===== src/rtl/acq_frame_serializer_if.sv =====
// rtl/acq_frame_serializer_if.sv - frame handshake and channel word stream bundle
interface acq_frame_serializer_if #(
  parameter int NUM_CH = 22,
  parameter int DW     = 16
);
  logic [NUM_CH*DW-1:0] frame_in;
  logic                 frame_in_valid;
  logic                 frame_in_ready;
  logic [DW-1:0]        data_out;
  logic                 data_out_valid;
  logic [4:0]           ch;
  logic                 frame_done;

  // Frame source and word consumer side
  modport master (
    output frame_in, frame_in_valid,
    input  frame_in_ready, data_out, data_out_valid, ch, frame_done
  );

  // Serializer side
  modport slave (
    input  frame_in, frame_in_valid,
    output frame_in_ready, data_out, data_out_valid, ch, frame_done
  );
endinterface


===== src/rtl/acq_frame_serializer.sv =====
// rtl/acq_frame_serializer.sv - wide acquisition frame to per-channel word stream
module acq_frame_serializer #(
  parameter int NUM_CH = 22,
  parameter int DW     = 16,
  parameter int GAP    = 0
) (
  input  logic                  clk,
  input  logic                  rst_n,
  input  logic                  en,
  acq_frame_serializer_if.slave bus,
  output logic                  busy,
  output logic [15:0]           frame_cnt
);
  localparam logic [4:0] LAST_IDX = 5'(NUM_CH - 1);
  localparam logic [7:0] GAP_LD   = 8'(GAP);

  typedef enum logic [1:0] {IDLE, SEND, WAIT} state_t;

  state_t               state_q;
  logic [4:0]           idx_q;
  logic [7:0]           gap_q;
  logic [NUM_CH*DW-1:0] shadow_q;
  logic [DW-1:0]        data_q;
  logic [4:0]           ch_q;
  logic                 valid_q;
  logic                 done_q;
  logic                 busy_q;
  logic [15:0]          cnt_q;

  logic                 last_word;
  logic                 accept;
  logic                 advance;
  logic [4:0]           idx_nxt;
  logic [DW-1:0]        word_nxt;

  // The last word of a frame is the only in-flight cycle that may take a new frame,
  // which is what lets back-to-back frames run without a bubble.
  assign last_word          = (state_q == SEND) && (idx_q == LAST_IDX);
  assign bus.frame_in_ready = en && ((state_q == IDLE) || last_word);
  assign accept             = bus.frame_in_valid && bus.frame_in_ready;
  assign advance            = ((state_q == WAIT) && (gap_q <= 8'd1)) ||
                              ((state_q == SEND) && !last_word && (GAP == 0));
  assign idx_nxt            = idx_q + 5'd1;
  assign word_nxt           = DW'(shadow_q >> (int'(idx_nxt) * DW));

  assign bus.data_out       = data_q;
  assign bus.data_out_valid = valid_q;
  assign bus.ch             = ch_q;
  assign bus.frame_done     = done_q;
  assign busy               = busy_q;
  assign frame_cnt          = cnt_q;

  // Frame sequencer: accept, word emission, inter-word gap and frame counting
  always_ff @(posedge clk or negedge rst_n) begin
    if (!rst_n) begin
      state_q  <= IDLE;
      idx_q    <= 5'd0;
      gap_q    <= 8'd0;
      shadow_q <= '0;
      data_q   <= '0;
      ch_q     <= 5'd0;
      valid_q  <= 1'b0;
      done_q   <= 1'b0;
      busy_q   <= 1'b0;
      cnt_q    <= 16'd0;
    end else begin
      valid_q <= 1'b0;
      done_q  <= 1'b0;
      if (last_word) begin
        cnt_q <= cnt_q + 16'd1;
      end
      if (accept) begin
        // Channel 0 comes straight from the input; later words from the shadow copy.
        shadow_q <= bus.frame_in;
        idx_q    <= 5'd0;
        data_q   <= bus.frame_in[DW-1:0];
        ch_q     <= 5'd0;
        valid_q  <= 1'b1;
        state_q  <= SEND;
        busy_q   <= 1'b1;
      end else if (advance) begin
        idx_q   <= idx_nxt;
        data_q  <= word_nxt;
        ch_q    <= idx_nxt;
        valid_q <= 1'b1;
        done_q  <= (idx_nxt == LAST_IDX);
        state_q <= SEND;
      end else begin
        case (state_q)
          SEND: begin
            if (last_word) begin
              state_q <= IDLE;
              busy_q  <= 1'b0;
            end else begin
              state_q <= WAIT;
              gap_q   <= GAP_LD;
            end
          end
          WAIT:    gap_q   <= gap_q - 8'd1;
          default: state_q <= IDLE;
        endcase
      end
    end
  end
endmodule


===== src/flat_wrapper.sv =====
// flat-port wrapper written by rule: the top's interface ports become plain ports
module acq_frame_serializer_flat 
#(
  parameter int NUM_CH = 22,
  parameter int DW     = 16,
  parameter int GAP    = 0
)
  (clk, rst_n, en, busy, frame_cnt, bus_frame_in, bus_frame_in_valid, bus_frame_in_ready, bus_data_out, bus_data_out_valid, bus_ch, bus_frame_done);
  acq_frame_serializer_if #(.NUM_CH(NUM_CH), .DW(DW)) bus_i ();
  input  logic clk;
  input  logic rst_n;
  input  logic en;
  output logic busy;
  output logic [15:0] frame_cnt;
  input wire logic [$bits(bus_i.frame_in)-1:0] bus_frame_in;
  input wire logic [$bits(bus_i.frame_in_valid)-1:0] bus_frame_in_valid;
  output wire logic [$bits(bus_i.frame_in_ready)-1:0] bus_frame_in_ready;
  output wire logic [$bits(bus_i.data_out)-1:0] bus_data_out;
  output wire logic [$bits(bus_i.data_out_valid)-1:0] bus_data_out_valid;
  output wire logic [$bits(bus_i.ch)-1:0] bus_ch;
  output wire logic [$bits(bus_i.frame_done)-1:0] bus_frame_done;
  assign bus_i.frame_in = bus_frame_in;
  assign bus_i.frame_in_valid = bus_frame_in_valid;
  assign bus_frame_in_ready = bus_i.frame_in_ready;
  assign bus_data_out = bus_i.data_out;
  assign bus_data_out_valid = bus_i.data_out_valid;
  assign bus_ch = bus_i.ch;
  assign bus_frame_done = bus_i.frame_done;
  acq_frame_serializer #(.NUM_CH(NUM_CH), .DW(DW), .GAP(GAP)) u_core (.clk(clk), .rst_n(rst_n), .en(en), .bus(bus_i), .busy(busy), .frame_cnt(frame_cnt));
endmodule

===== config.mk =====
export PLATFORM = sky130hd
export DESIGN_NAME = acq_frame_serializer_flat
export DESIGN_NICKNAME = d
export VERILOG_FILES = /design/src/rtl/acq_frame_serializer_if.sv /design/src/rtl/acq_frame_serializer.sv /design/src/flat_wrapper.sv
export SDC_FILE = /design/constraint.sdc
export NUM_CORES = 1
export LEC_CHECK = 0
export ABC_AREA = 1
export CAP_MARGIN = 20
export CORE_UTILIZATION = 35
export CTS_BUF_LIST = sky130_fd_sc_hd__clkbuf_2 sky130_fd_sc_hd__clkbuf_4 sky130_fd_sc_hd__clkbuf_8
export DETAILED_ROUTE_END_ITERATION = 16
export PLACE_DENSITY_LB_ADDON = 0.1
export SLEW_MARGIN = 20
export SYNTH_ARGS = -nofsm -noshare
export SYNTH_HDL_FRONTEND = slang
export SYNTH_SLANG_ARGS = --single-unit

===== constraint.sdc =====
create_clock -name clk -period 3.2 [get_ports clk]
set_input_delay 0.64 -clock clk [delete_from_list [all_inputs] [get_ports clk]]
set_output_delay 0.64 -clock clk [all_outputs]
set_load 0.03 [all_outputs]

Yosys cells after proc, flatten, opt, wreduce, memory -nomap -nowiden
Index checks and enable logic that the tools add are counted.
{"block": "totals", "ff_bits": 402, "elab_cells": 56}
{"block": "classes", "addsub": 3, "order_cmp": 1, "eq_ne": 7, "shifts": 1, "mux": 18, "n_bitwise": 2, "reduce_logical": 15}
{"cell": "$shr A352 B9 Y16", "n": 1}
{"cell": "$mux W16", "n": 2}
{"cell": "$add A16 B1 Y16 const B", "n": 1}
{"cell": "$pmux W8 S2", "n": 1}
{"cell": "$eq A5 B5 Y1 const B", "n": 2}
{"cell": "$mux W5", "n": 2}
{"cell": "$le A8 B1 Y1 const B", "n": 1}
{"cell": "$mux W1", "n": 8}
{"cell": "$mux W8", "n": 1}
{"cell": "$reduce_bool A2 Y1", "n": 4}
{"cell": "$sub A8 B1 Y8 const B", "n": 1}
{"cell": "$mux W2", "n": 3}
{"cell": "$add A5 B1 Y5 const B", "n": 1}
{"cell": "$logic_and A1 B1 Y1", "n": 5}
{"cell": "$pmux W2 S2", "n": 1}
{"cell": "$reduce_and A4 Y1", "n": 1}
{"cell": "$ne A3 B1 Y1 const B", "n": 1}
{"cell": "$reduce_and A3 Y1", "n": 1}
{"cell": "$eq A2 B1 Y1 const B", "n": 1}
{"cell": "$eq A2 B2 Y1 const B", "n": 1}
{"cell": "$logic_not A2 Y1", "n": 1}
{"cell": "$logic_or A1 B1 Y1", "n": 2}
{"cell": "$ne A2 B1 Y1 const B", "n": 1}
{"cell": "$ne A2 B2 Y1 const B", "n": 1}
{"cell": "other kinds (2)", "n": 3}

Depth between registers and ports, before layout
{"block": "logic_depth", "ltp_word": 7, "depth_mapped": 17, "mapped_depth_nobuf": 12}

Least setup slack after synthesis
No wires, ideal clock.
{"block": "synth_path", "path_type": "register to register", "start": "register u_core.idx_q[0]", "end": "register u_core.data_q[3] (netlist: u_core.bus.data_out[3])", "setup_time_ns": 0.077, "t_arrival_ns": 2.507, "slack_ns": 0.615, "stages_incl_launch_ff": 18, "n_path_buf": 6, "period_less_slack_ns": 2.585, "cell_sequence": "dfrtp_1 buf_2 inv_2 buf_2 buf_2 ha_1 buf_4 clkinv_1 buf_2 buf_2 nand3_1 nand3_1 nand3_1 nand2_1 nand2_1 nand2_1 nand2_1 a21oi_1"}
{"block": "synth_via", "elab_chain_cells": 6, "elab_cells_between_ends": 13, "classes_between": "add/sub: 1; eq/ne: 1; shift: 1; mux: 2; reduce/logical: 8"}
{"element": "start, declared", "line_no": "acq_frame_serializer.sv:20", "rtl": "logic [4:0] idx_q;"}
{"element": "start signal, assigned", "line_no": "acq_frame_serializer.sv:82", "rtl": "idx_q <= idx_nxt;"}
{"element": "branches (longest 6 deep; another with $add A5 B1 Y5)"}
{"element": "end signal, assigned", "line_no": "acq_frame_serializer.sv:76", "rtl": "data_q <= bus.frame_in[DW-1:0];"}
{"element": "end signal, assigned", "line_no": "acq_frame_serializer.sv:83", "rtl": "data_q <= word_nxt;"}
{"element": "end, declared", "line_no": "acq_frame_serializer.sv:23", "rtl": "logic [DW-1:0] data_q;"}
Parallel ways; which one is timed is not known. The select of a mux whose other input is x is not followed.
A chain may end at the register's enable or synchronous reset.

Worst setup path in the final report
{"block": "layout_path", "start": "register u_core.idx_q[1]", "end": "output bus_frame_in_ready"}
{"block": "layout_via", "elab_chain_cells": 4}
{"element": "$eq A5 B5 Y1", "line_no": "acq_frame_serializer.sv:38", "rtl": "assign last_word = (state_q == SEND) && (idx_q == LAST_IDX);"}
{"element": "$logic_and A1 B1 Y1", "line_no": "acq_frame_serializer.sv:38"}
{"element": "$logic_or A1 B1 Y1", "line_no": "acq_frame_serializer.sv:39", "rtl": "assign bus.frame_in_ready = en && ((state_q == IDLE) || last_word);"}
{"element": "$logic_and A1 B1 Y1", "line_no": "acq_frame_serializer.sv:39"}
{"element": "end, declared", "line_no": "flat_wrapper.sv:17", "rtl": "output wire logic [$bits(bus_i.frame_in_ready)-1:0] bus_frame_in_ready;"}
Every way passes these cells.

==> metrics.yaml <==
yosys.cell_types.count: 38
pwr-share-seq_pct: 31.3
vias: 17500
ant_nets: 0
crit_type: "register to output port"
power_leakage_nw: 12.33
synth_edf_count: 0
ys_top_cells_by_count: "nand2_1 (928), dfrtp_1 (402), inv_1 (310), nand3_1 (231), o21ai_1 (222)"
wl_per_cell_microns: 18.27
grt_max_degree: 133
cp_data_arrival_time_ps: 2280
setup_viol: 0
hp-class: "input port to async pin"
area_delta_synth_final_pct: 31.50
io_buffers: 396
grt_pass1_wl_microns: 104000
power_density_nw_per_um2: 1033
grt_overflow: 0
synth_ff_type: "dfrtp_1"
clock_latency_ps: 650
die_y_microns: 238.1
io-pin-count: 397
switching_share_pct: 44.45
synth_nets: 2905
fp.dieW_microns: 238.1
vias_per_cell: 4.737
dp_hpwl_microns: 46820
cts_buffer_depth: 3
drv_cap: 0
track_usage_pct: 24.17
grt_pass1_vias: 17790
p_int_mw: 14.73
synth_cells: 2543
nFillCells: 5616
gr-usage-met1_pct: 33.25
grt.met2_usage_pct: 36.88
end_kind: "output port"
relSlewSlack_pct: 45.79
hold_viol: 0
die_area_sq_um: 56700
power_frac_clock_pct: 19.4
netSwitchingPower_mw: 11.79
drc: 0
cts_htree_levels: 3
yosys_warnings: 0
synth.most_common_cell: "nand2_1"
cts_sinks: 402
rsz0062_at_grt: "false"
synth_top_cell_area_share_pct: 51.55
syn_avg_cell_area_sq_um: 7.673
max_freq_ghz: 0.3420
cts_tree: "yes"
coreArea_sq_um: 55090
required_ps: 2560
path_clk_slew_ps: 60
drive_above_1_share_pct: 6.252
worst_pin_slew_ps: 812.5
final_util_pct: 46.57
peakVddDrop_mv: 0.7509
synth-seq-cells: 402
power_frac_comb_pct: 49.3
antenna_found_initial: 5
ys_async_sr_fraction_pct: 100.0
clock_skew_ps: 34.94
clockRootBuffer: "clkbuf_8"
cts_buffers: 75
final_nets: 3256
seq_area_frac_synth_pct: 51.55
crit_fanout: 4
status: "finished clean"
syn_area_sq_um: 19510
initial_core_util_pct: 35.42
synth_top_cell_by_area: "dfrtp_1"
gp_congestion: 0.8480
drt-pass1-iter-count: 6
post-cts-setup-buffer-count: 0
busiest_layer: "met2"
start_kind: "register"
period_minus_slack_ps: 2924
period_share_pct: 91.37
slew_violations: 0
final.setup.tns_ps: 0
ys_top_cells_by_area: "dfrtp_1 (52%), nand2_1 (18%), inv_1 (6.0%)"
finalWirelength_microns: 67510
grtUsageMet3_pct: 5.449
dr.first_iter.drc_count: 1347
num_rows: 86
-- through the flow --
stage	hold slack (ps)	power [mW]	cell area, sq um	setup slack, ps	std cells
finish	460.7	26.51	25660	276.1	3695
global route	438.7	28.73	25650	172.1	3693
floorplan	344.4	16.53	19510	615.2	2543
CTS	403.9	26.80	25650	204.6	3691
detailed placement	460.2	21.50	24110	459.5	3564
global placement	456.8	21.30	24110	502.9	3564
-- per-layer routing --
| metal | part of all wire (%) | up-vias |
|---|---|---|
| met5 | 0.040 | - |
| met4 | 3.2 | 4 |
| met3 | 6.4 | 106 |
| met2 | 45 | 503 |
| met1 | 46 | 8298 |
| li1 | - | 8592 |
-- cell type report --
class | count | area (sq um) | area share [%]
flip-flops and latches | 402 | 10060 | 39.22
well taps | 748 | 935.9 | 3.648
clock buffers | 121 | 1509 | 5.881
repair buffers | 425 | 4375 | 17.05
inverters | 320 | 1221 | 4.759
diodes | 4 | 10.01 | 0.03901
multi-input cells | 1670 | 7518 | 29.30
clock inverters | 5 | 25.02 | 0.09753
-- cell families after synthesis --
kind of cell / Yosys count / share of synthesized area (%)
compound gates: 350 / 9.452
xor+xnor: 24 / 1.289
fa+ha+maj: 6 / 0.3847
buf+inv: 471 / 10.10
flops: 402 / 51.55
mux: 16 / 0.8208
simple gates: 1274 / 26.40
-- cell usage in the layout (no fill, tap or decap), types with 3 or more instances in the layout --
cell             Yosys  final
o21ai_0             74     74
o211ai_1            20     20
mux2i_1             16     16
clkbuf_4             0     25
o21bai_1            16     16
nor2_1              92     92
diode_2              0      4
a21oi_1             16     16
nand2_1            928    928
clkbuf_8             0     96
dfrtp_1            402    401
nand3_1            231    231
inv_2                7      7
clkinv_2             1      6
buf_4               16     13
clkdlybuf4s50_1      0    394
o21ai_1            222    222
inv_1              310    310
xnor2_1              9      8
nor3_1               3      3
nand4_1              4      4
xor2_1              11     11
buf_12               0     15
ha_1                 6      5
-- worst paths after layout --
| path | slack, ps | depth (start not counted) | startpoint | endpoint |
|---|---|---|---|---|
| worst max-delay path | 280 | 7 | u_core.idx_q[1] | bus_frame_in_ready |
| worst min-delay path | 460 | 2 | rst_n | u_core.shadow_q[139] |
| worst max register to register | 550 | 12 | u_core.idx_q[0] | u_core.bus.data_out[5] |
| worst min register to register | 470 | 2 | u_core.shadow_q[308] | u_core.shadow_q[308] |
| max in group asynchronous | 1600 | 4 | rst_n | u_core.frame_cnt[15] |
| min in group clk | 470 | 2 | u_core.shadow_q[308] | u_core.shadow_q[308] |
-- power groups by stage --
stage	Clock, mW	Sequential, mW	Combinational (mW)
global placement	0	8.31	13.0
detailed placement	0	8.36	13.1
floorplan	0	8.39	8.13
CTS	5.31	8.30	13.2
global route	5.54	8.54	14.7
finish	5.15	8.30	13.1
-- state kept, by name, indices dropped and copies added, names as in the netlist --
signal / flops
u_core.bus.frame_done: 1
u_core.bus.data_out_valid: 1
u_core.bus.data_out: 16
u_core.busy: 1
u_core.gap_q: 8
u_core.state_q: 2
u_core.frame_cnt: 16
u_core.shadow_q: 352
u_core.idx_q: 5
-- what timing repair did --
item | 4_1_cts | 5_1_grt
hold endpoints to repair | 24 | 0
resized for setup | 1 | 0
hold buffers | 1 | 0
setup endpoints to repair | 1 | 0
-- worst max-delay path: stages, from the launching register on --
cell,delay [ps]
dfrtp_1,420
inv_1,150
ha_1,180
nand4_2,150
nand2_1,160
nand2_1,80
inv_2,80
dlygate4sd2_1,400
No activity file was read; power rests on OpenSTA's default activity.
